**src/rtl/fpu_pkg.sv**
```systemverilog
`default_nettype none
// ============================================================================
// Module      : fpu_pkg
// Description : Shared FPU constants, result-entry type and operand classifier.
// Revision    : 1.0
// ============================================================================
package fpu_pkg;

    localparam logic [31:0] QNAN       = 32'h7FC00000;
    localparam logic [7:0]  EXP_MAX    = 8'hFF;
    localparam int          FIFO_DEPTH = 2;

    typedef struct packed {
        logic [31:0] result;
        logic        invalid;
        logic        ovf;
    } fpu_entry_t;

    typedef struct packed {
        logic is_nan;
        logic is_inf;
        logic is_zero;
    } fp_class_t;

    // Denormals report as zero: the datapath flushes them.
    function automatic fp_class_t classify(input logic [31:0] x);
        fp_class_t c;
        c.is_nan  = (x[30:23] == EXP_MAX) && (x[22:0] != 23'd0);
        c.is_inf  = (x[30:23] == EXP_MAX) && (x[22:0] == 23'd0);
        c.is_zero = (x[30:23] == 8'h00);
        return c;
    endfunction

endpackage : fpu_pkg
`default_nettype wire

```
**src/rtl/fpu_sp_special_case_fixup.sv**
```systemverilog
`default_nettype none
// ============================================================================
// Module      : fpu_sp_special_case_fixup
// Description : Combinational IEEE-754 special-case correction for a - b.
// Revision    : 1.0
// ============================================================================
module fpu_sp_special_case_fixup
    import fpu_pkg::*;
(
    input  logic [31:0] i_a,
    input  logic [31:0] i_b,
    input  logic [31:0] i_raw_result,
    input  logic        i_raw_ovf,
    output logic [31:0] o_result,
    output logic        o_invalid,
    output logic        o_ovf
);

    fp_class_t w_ca;
    fp_class_t w_cb;
    logic [31:0] w_neg_b;

    assign w_ca    = classify(i_a);
    assign w_cb    = classify(i_b);
    assign w_neg_b = {~i_b[31], i_b[30:0]};

    // First matching rule wins; only the pass-through case keeps the raw ovf.
    always_comb begin
        o_result  = i_raw_result;
        o_invalid = 1'b0;
        o_ovf     = 1'b0;
        if (w_ca.is_nan || w_cb.is_nan) begin
            o_result  = QNAN;
            o_invalid = 1'b1;
        end else if (w_ca.is_inf && w_cb.is_inf && (i_a[31] == i_b[31])) begin
            o_result  = QNAN;
            o_invalid = 1'b1;
        end else if (w_ca.is_inf) begin
            o_result = i_a;
        end else if (w_cb.is_inf) begin
            o_result = w_neg_b;
        end else if (w_ca.is_zero && w_cb.is_zero) begin
            o_result = {i_a[31] & ~i_b[31], 31'd0};
        end else if (w_cb.is_zero) begin
            o_result = i_a;
        end else if (w_ca.is_zero) begin
            o_result = w_neg_b;
        end else if (i_a == i_b) begin
            o_result = 32'h00000000;
        end else begin
            o_result = i_raw_result;
            o_ovf    = i_raw_ovf;
        end
    end

endmodule : fpu_sp_special_case_fixup
`default_nettype wire

```
**src/rtl/fpu_sp_sub_result_stage.sv**
```systemverilog
`default_nettype none
// ============================================================================
// Module      : fpu_sp_sub_result_stage
// Description : Subtractor result stage: special-case fixup, 2-entry output
//               FIFO, sticky exception flags and completed-operation counter.
// Revision    : 1.0
// ============================================================================
module fpu_sp_sub_result_stage
    import fpu_pkg::*;
#(
    parameter int CNT_WIDTH = 16
) (
    input  logic                 clk,
    input  logic                 rst,
    input  logic                 in_valid,
    output logic                 in_ready,
    input  logic [31:0]          in_a,
    input  logic [31:0]          in_b,
    input  logic [31:0]          in_result,
    input  logic                 in_ovf,
    output logic                 out_valid,
    input  logic                 out_ready,
    output logic [31:0]          out_result,
    output logic                 out_invalid,
    output logic                 out_ovf,
    input  logic                 clear_flags,
    output logic                 sticky_invalid,
    output logic                 sticky_ovf,
    output logic [CNT_WIDTH-1:0] op_count
);

    localparam int c_PTR_W = (FIFO_DEPTH > 1) ? $clog2(FIFO_DEPTH) : 1;
    localparam int c_OCC_W = $clog2(FIFO_DEPTH + 1);
    localparam logic [c_PTR_W-1:0] c_LAST_PTR = c_PTR_W'(FIFO_DEPTH - 1);
    localparam logic [c_OCC_W-1:0] c_FULL_OCC = c_OCC_W'(FIFO_DEPTH);

    fpu_entry_t          w_entry;
    fpu_entry_t          w_head;
    fpu_entry_t          r_mem [FIFO_DEPTH];
    logic [c_PTR_W-1:0]  r_wr_ptr;
    logic [c_PTR_W-1:0]  r_rd_ptr;
    logic [c_OCC_W-1:0]  r_count;
    logic                r_sticky_invalid;
    logic                r_sticky_ovf;
    logic [CNT_WIDTH-1:0] r_op_count;
    logic                w_push;
    logic                w_pop;

    fpu_sp_special_case_fixup u_fixup (
        .i_a          (in_a),
        .i_b          (in_b),
        .i_raw_result (in_result),
        .i_raw_ovf    (in_ovf),
        .o_result     (w_entry.result),
        .o_invalid    (w_entry.invalid),
        .o_ovf        (w_entry.ovf)
    );

    function automatic logic [c_PTR_W-1:0] next_ptr(input logic [c_PTR_W-1:0] p);
        return (p == c_LAST_PTR) ? '0 : p + c_PTR_W'(1);
    endfunction

    assign in_ready  = (r_count < c_FULL_OCC);
    assign out_valid = (r_count != '0);
    assign w_push    = in_valid && in_ready;
    assign w_pop     = out_valid && out_ready;

    // Empty FIFO presents all-zero outputs rather than stale storage.
    assign w_head      = out_valid ? r_mem[r_rd_ptr] : '0;
    assign out_result  = w_head.result;
    assign out_invalid = w_head.invalid;
    assign out_ovf     = w_head.ovf;

    assign sticky_invalid = r_sticky_invalid;
    assign sticky_ovf     = r_sticky_ovf;
    assign op_count       = r_op_count;

    always_ff @(posedge clk) begin
        if (w_push && !rst) begin
            r_mem[r_wr_ptr] <= w_entry;
        end
    end

    always_ff @(posedge clk) begin
        if (rst) begin
            r_wr_ptr   <= '0;
            r_rd_ptr   <= '0;
            r_count    <= '0;
            r_op_count <= '0;
        end else begin
            if (w_push) begin
                r_wr_ptr <= next_ptr(r_wr_ptr);
            end
            if (w_pop) begin
                r_rd_ptr   <= next_ptr(r_rd_ptr);
                r_op_count <= r_op_count + CNT_WIDTH'(1);
            end
            case ({w_push, w_pop})
                2'b10:   r_count <= r_count + c_OCC_W'(1);
                2'b01:   r_count <= r_count - c_OCC_W'(1);
                default: r_count <= r_count;
            endcase
        end
    end

    // A push that sets a flag beats a clear in the same cycle.
    always_ff @(posedge clk) begin
        if (rst) begin
            r_sticky_invalid <= 1'b0;
            r_sticky_ovf     <= 1'b0;
        end else begin
            r_sticky_invalid <= (r_sticky_invalid & ~clear_flags) | (w_push & w_entry.invalid);
            r_sticky_ovf     <= (r_sticky_ovf & ~clear_flags) | (w_push & w_entry.ovf);
        end
    end

endmodule : fpu_sp_sub_result_stage
`default_nettype wire

```
**config.mk**
```make
export PLATFORM = sky130hd
export DESIGN_NAME = fpu_sp_sub_result_stage
export DESIGN_NICKNAME = d
export VERILOG_FILES = /design/src/rtl/fpu_pkg.sv /design/src/rtl/fpu_sp_special_case_fixup.sv /design/src/rtl/fpu_sp_sub_result_stage.sv
export SDC_FILE = /design/constraint.sdc
export NUM_CORES = 1
export LEC_CHECK = 0
export BUFFER_PORTS_ARGS = -buffer_cell sky130_fd_sc_hd__buf_2
export CAP_MARGIN = 20
export CORE_MARGIN = 2
export CORE_UTILIZATION = 53
export CTS_BUF_LIST = sky130_fd_sc_hd__clkbuf_8
export CTS_CLUSTER_DIAMETER = 40
export DETAILED_ROUTE_END_ITERATION = 6
export PLACE_DENSITY_LB_ADDON = 0.08
export SETUP_SLACK_MARGIN = 0.1
export SLEW_MARGIN = 0
export SYNTH_ARGS = -nofsm -noshare
export SYNTH_HDL_FRONTEND = slang
export SYNTH_SLANG_ARGS = --single-unit
```
**constraint.sdc**
```tcl
create_clock -name clk -period 5.95 [get_ports clk]
set_clock_uncertainty 0.1 [all_clocks]
set_input_delay 1.19 -clock clk [delete_from_list [all_inputs] [get_ports clk]]
set_output_delay 1.19 -clock clk [all_outputs]
set_load 0.05 [all_outputs]
```
# Yosys cells after proc, flatten, opt, wreduce, memory -nomap -nowiden
# Memory sizes are Yosys's and may differ from the RTL's. A register that Yosys moved wholly into a read port is not among the register bits.
# Index checks and enable logic that the tools add are counted.
# classes
add_sub_neg,5
order_cmp,1
eq_ne,6
mux,26
n_bitwise,9
n_reduce_logical,20
# op_table
op,n
$mux W32,8
$logic_not A23 Y1,2
$reduce_bool A23 Y1,2
$mux W34,1
$eq A32 B32 Y1,1
$add A16 B1 Y16 const B,1
$eq A8 B8 Y1 const B,2
$logic_not A8 Y1,2
$mux W1,16
$logic_and A1 B1 Y1,10
$and A1 B1 Y1,5
$pmux W2 S2,1
$reduce_bool A2 Y1,2
$add A1 B1 Y1 const B,2
$add A2 B1 Y2 const B,1
$eq A2 B1 Y1 const B,1
$eq A2 B2 Y1 const B,1
$lt A2 B2 Y1 const B,1
$not A1 Y1,2
$or A1 B1 Y1,2
$sub A2 B1 Y2 const B,1
$eq A1 B1 Y1,1
$logic_not A1 Y1,1
$logic_or A1 B1 Y1,1
# word_totals
ff_bits,22
ram_bits,68
elab_cells,74
n_memories,1
# mem_list
memory,words,word_bits,rd,rd_clocked_by_memory_dff,wr,line_no,text
r_mem,2,34,1,1,1,fpu_sp_sub_result_stage.sv:39,fpu_entry_t r_mem [FIFO_DEPTH];

# Depth between registers and ports, before layout
# depth
depth_word,11
ltp_mapped,8
ltp_nobuf,7

# Modules after synthesis
# From an unflattened synthesis, not the netlist that was laid out.
# unflattened
cells_unflattened,468
area_unflattened_um2,4923.5
# modules_own_cells
module,n_inst,cells_per_inst,area_per_inst_um2,seq_area_each_um2
fpu_sp_sub_result_stage,1,261,3612.2,2502.4
fpu_sp_special_case_fixup,1,207,1311.3,0.0

# Worst setup path after synthesis
# Ideal clock, no wire load.
# synth_path
kind,input to register
startpoint,in in_valid
endpoint,mem r_mem[1][0] (netlist bit) (enable)
setup_ns,0.475
arrival_time_ns,4.075
t_required_ns,5.375
path_slack_ns,1.301
cell_stages,3
n_path_buf,0
cell_sequence,nor2b_1 -> inv_1 -> nor3b_1
# synth_via
elab_chain_cells,4
# synth_rtl
item,line_no,text
from (decl),fpu_sp_sub_result_stage.sv:15,"input logic in_valid,"
$logic_and A1 B1 Y1,fpu_sp_sub_result_stage.sv:65,assign w_push = in_valid && in_ready;
$logic_and A1 B1 Y1,fpu_sp_sub_result_stage.sv:79,if (w_push && !rst) begin
$mux W1,fpu_sp_sub_result_stage.sv:79,
$mux W1 (not written as such),fpu_sp_sub_result_stage.sv:80,r_mem[r_wr_ptr] <= w_entry;
to (decl),fpu_sp_sub_result_stage.sv:39,
# No other way between the ends.

# Final worst setup path
# layout_path
startpoint,in in_a[27]
endpoint,"mem r_mem[1][33] (netlist bit), data pin"
# layout_via
elab_chain_cells,9
elab_cells_between_ends,17
# layout_rtl
item,line_no,text
from (decl),fpu_sp_sub_result_stage.sv:17,"input logic [31:0] in_a,"
$eq A32 B32 Y1,fpu_sp_special_case_fixup.sv:48,end else if (i_a == i_b) begin
$mux W32,fpu_sp_special_case_fixup.sv:48,
$mux W32,fpu_sp_special_case_fixup.sv:46,end else if (w_ca.is_zero) begin
$mux W32,fpu_sp_special_case_fixup.sv:44,end else if (w_cb.is_zero) begin
$mux W32,fpu_sp_special_case_fixup.sv:42,end else if (w_ca.is_zero && w_cb.is_zero) begin
$mux W32,fpu_sp_special_case_fixup.sv:40,end else if (w_cb.is_inf) begin
$mux W32,fpu_sp_special_case_fixup.sv:38,end else if (w_ca.is_inf) begin
$mux W32,fpu_sp_special_case_fixup.sv:35,end else if (w_ca.is_inf && w_cb.is_inf && (i_a[31] == i_b[31])) begin
$mux W32 *,fpu_sp_special_case_fixup.sv:32,if (w_ca.is_nan || w_cb.is_nan) begin
net u_fixup.o_result[31],fpu_sp_special_case_fixup.sv:14,"output logic [31:0] o_result,"
# Mark *: on every way through the listed nets, which the timed path passes. The rest lies on a longest branch.

==> flow_summary_export.csv <==
group,metric,value,unit
status,status,"finished clean",
routing,drc,0,
clocking,clk_pin_slew,90,ps
die,core-area,0.00915,mm²
sta,worst_slew_pin_slew,829,ps
sta,layout_setup_ws,2710,ps
synth,ys_warn_count,0,
synth,synth_edf_count,68,
place,gp_congestion,0.941,
synth,synth_area,0.00497,mm²
die,die-area,0.0102,mm²
critical_path,cp-end-kind,"register",
critical_path,path_class,"input port to register",
synth,ys_seq_area_frac,0.503,
place,place_inst,717,
final_layout,fillerInstances,793,
clocking,insertion_delay,350,ps
critical_path,critPathLaunchType,"input port",
routing,drt_pass1_iterations,5,
clocking,post_cts_resized,0,
synth,postSynthAreaPerCell,10.4,µm²
clocking,root_buffer,"clkbuf_8",
critical_path,worstPathRequired,5920,ps
die,num_rows,35,
clocking,cts-htree-levels,3,
place,port_buffers,155,
die,initial_utilization,0.544,
critical_path,path_max_fanout,32,
critical_path,crit_start,"in_a[27]",
sta,hold_viol_final,0,
routing,vias,4400,
final_layout,final_util,0.665,
pwr,leakage,2.39,nW
pwr,ir_worst_vdd,195,µV
grt,antenna_found_initial,0,
synth,synth_cell_types,47,
synth,syn_inst,478,
sta,slew_viol_final,0,
grt,overflow,0,
place,hpwl,9910,µm
critical_path,worstSetupEndpoint,"r_mem[1][33]",
final_layout,final_nets,727,
grt,grt_pass1_wl,21200,µm
die,die_w,101,µm
critical_path,arrival,3210,ps
pwr,p_per_area,372,mW/mm²
clocking,clock_path_buffers,2,
routing,drtIter0Drc,332,
min_path,hold_depth,2,
critical_path,reg2reg_slack,3740,ps
synth,syn_nets,583,
final_layout,antenna_cells,0,
sta,min_period,3240,ps
grt,grt_pass1_vias,4215,
grt,grt_max_degree,36,
die,ios,156,
routing,wire_per_inst,18.7,µm
synth,synth-main-ff-cell,"edfxtp_1",
final_layout,syn_to_final_growth,22.3,%
run,cap_violations,0,
sta,setup_violations,0,
sta,rsz0062_at_grt,"false",
min_path,hp-class,"register to register",
clocking,cts_tree,"built",
sta,setup_tns,0,ps
clocking,numCtsBuffers,9,
critical_path,r2r_end,"r_mem[0][15]",
routing,ant_nets,0,
clocking,cts_sinks,91,
critical_path,reg2reg_from,"r_count[1]",
die,fp.dieH,101,µm
sta,max_freq,309,MHz
clocking,post_cts_buffers,0,
final_layout,drive_gt1_frac,0.309,
sta,maxSlewHeadroom,0.442,
final_layout,layoutNonFillerInstCount,738,
clocking,cts_hold_buffers,0,
place,pre_cts_ws,2310,ps
sta,holdWs,382,ps
sta,finalCritPeriodShare,0.544,
critical_path,rr_worst_depth,5,
synth,async_reset_ff_frac,0,
routing,routed_wl,13800,µm
synth,synth_seq_cells,91,
grt,grt_use_total,0.272,
routing,routed_via_density,5.96,
[metal layers]
layer  part of all wire  up-vias  global-route usage
met5                  0        -                   0
met4              0.025        0              0.0948
met3              0.064       34              0.0492
met2               0.48      193               0.446
met1               0.43     2086               0.362
li1                   -     2087                   -
[cells by family (layout without fill, tap and decap cells)]
logic type | after synthesis | in the layout | share of synthesized area
compound gates | 105 | 105 | 0.138
xor+xnor | 47 | 47 | 0.0827
fa+ha+maj | 3 | 3 | 0.00755
buf+inv | 37 | 186 | 0.0352
flops | 91 | 91 | 0.503
mux | 35 | 35 | 0.0704
simple gates | 160 | 160 | 0.163
[metrics by stage]
| step | area, µm² | total power [W] |
|---|---|---|
| global route | 6080 | 0.00236 |
| global placement | 5780 | 0.00181 |
| finish | 6080 | 0.00226 |
| CTS | 6010 | 0.00227 |
| detailed placement | 5790 | 0.00182 |
| floorplan | 4970 | 0.00156 |
[worst min path at each step]
stage          startpoint         end  slack [ps]
6_report       sticky_ovf  sticky_ovf         380
2_1_floorplan    r_rd_ptr    register         380
3_3_place_gp   sticky_ovf  sticky_ovf         360
3_5_place_dp   sticky_ovf  sticky_ovf         380
5_1_grt        sticky_ovf  sticky_ovf         410
4_1_cts        sticky_ovf  sticky_ovf         390
[report_power, final]
| group | switching (W) | total, W | internal [W] | leakage [nW] |
|---|---|---|---|---|
| clock | 0.000244 | 0.000451 | 0.000207 | 0.110 |
| sequential | 0.0000507 | 0.000804 | 0.000754 | 0.812 |
| combinational | 0.000739 | 0.00101 | 0.000267 | 1.47 |
| total | 0.00103 | 0.00226 | 0.00123 | 2.39 |
[cell usage after synthesis (2+ instances only)]
library cell	instances	area [µm²]
a211oi_1	23	173
a21oi_1	50	250
a221o_1	8	80.1
a311oi_1	2	17.5
a31o_1	8	70.1
and2_1	3	18.8
and3_1	2	12.5
buf_2	10	50.1
buf_4	4	30.0
clkbuf_1	17	63.8
dfxtp_1	23	460
edfxtp_1	68	2040
ha_1	3	37.5
inv_1	4	15.0
mux2i_1	35	350
nand2_1	19	71.3
nand3_1	26	130
nand4_1	17	106
nor2_1	58	218
nor2b_1	2	12.5
nor3_1	3	15.0
nor4_1	14	87.6
nor4_2	2	25.0
o21ai_0	6	30.0
or3_1	4	25.0
xnor2_1	37	324
xor2_1	10	87.6
[sequential cells by signal, summed over array words and instances, names as in the netlist, named ones only]
register,flops
op_count,16
r_mem,68
r_count,2
r_rd_ptr,1
r_wr_ptr,1
sticky_invalid,1
sticky_ovf,1
[cell type report]
cell class	instances	area (µm²)	share of cell area
Sequential cell	91	2500	0.412
Clock buffer	9	124	0.0204
Clock inverter	7	90.1	0.0148
Tap cell	111	139	0.0228
Timing Repair Buffer	166	901	0.148
Inverter	4	15.0	0.00247
Multi-Input combinational cell	350	2310	0.380
[cells in the final DEF, fill, tap and decap left out, types with 4 or more instances in the layout]
cell / count
nand4_1: 17
or3_1: 4
nor2_1: 57
nand2_1: 19
xor2_1: 10
a21oi_1: 50
a31o_1: 8
buf_2: 155
mux2i_1: 35
edfxtp_1: 68
inv_1: 4
a221o_1: 8
o21ai_0: 6
a211oi_1: 23
buf_4: 5
clkbuf_8: 9
xnor2_1: 37
nor4_1: 14
nand3_1: 26
dfxtp_1: 22
[worst max-delay path, cell delays in order]
cell and delay (ps):
buf_2 130, nor4_1 380, nand2_1 510, buf_4 430, o32a_1 320, o22ai_1 150
a211oi_1 80
Note: power is estimated with default switching activity, not from simulation.
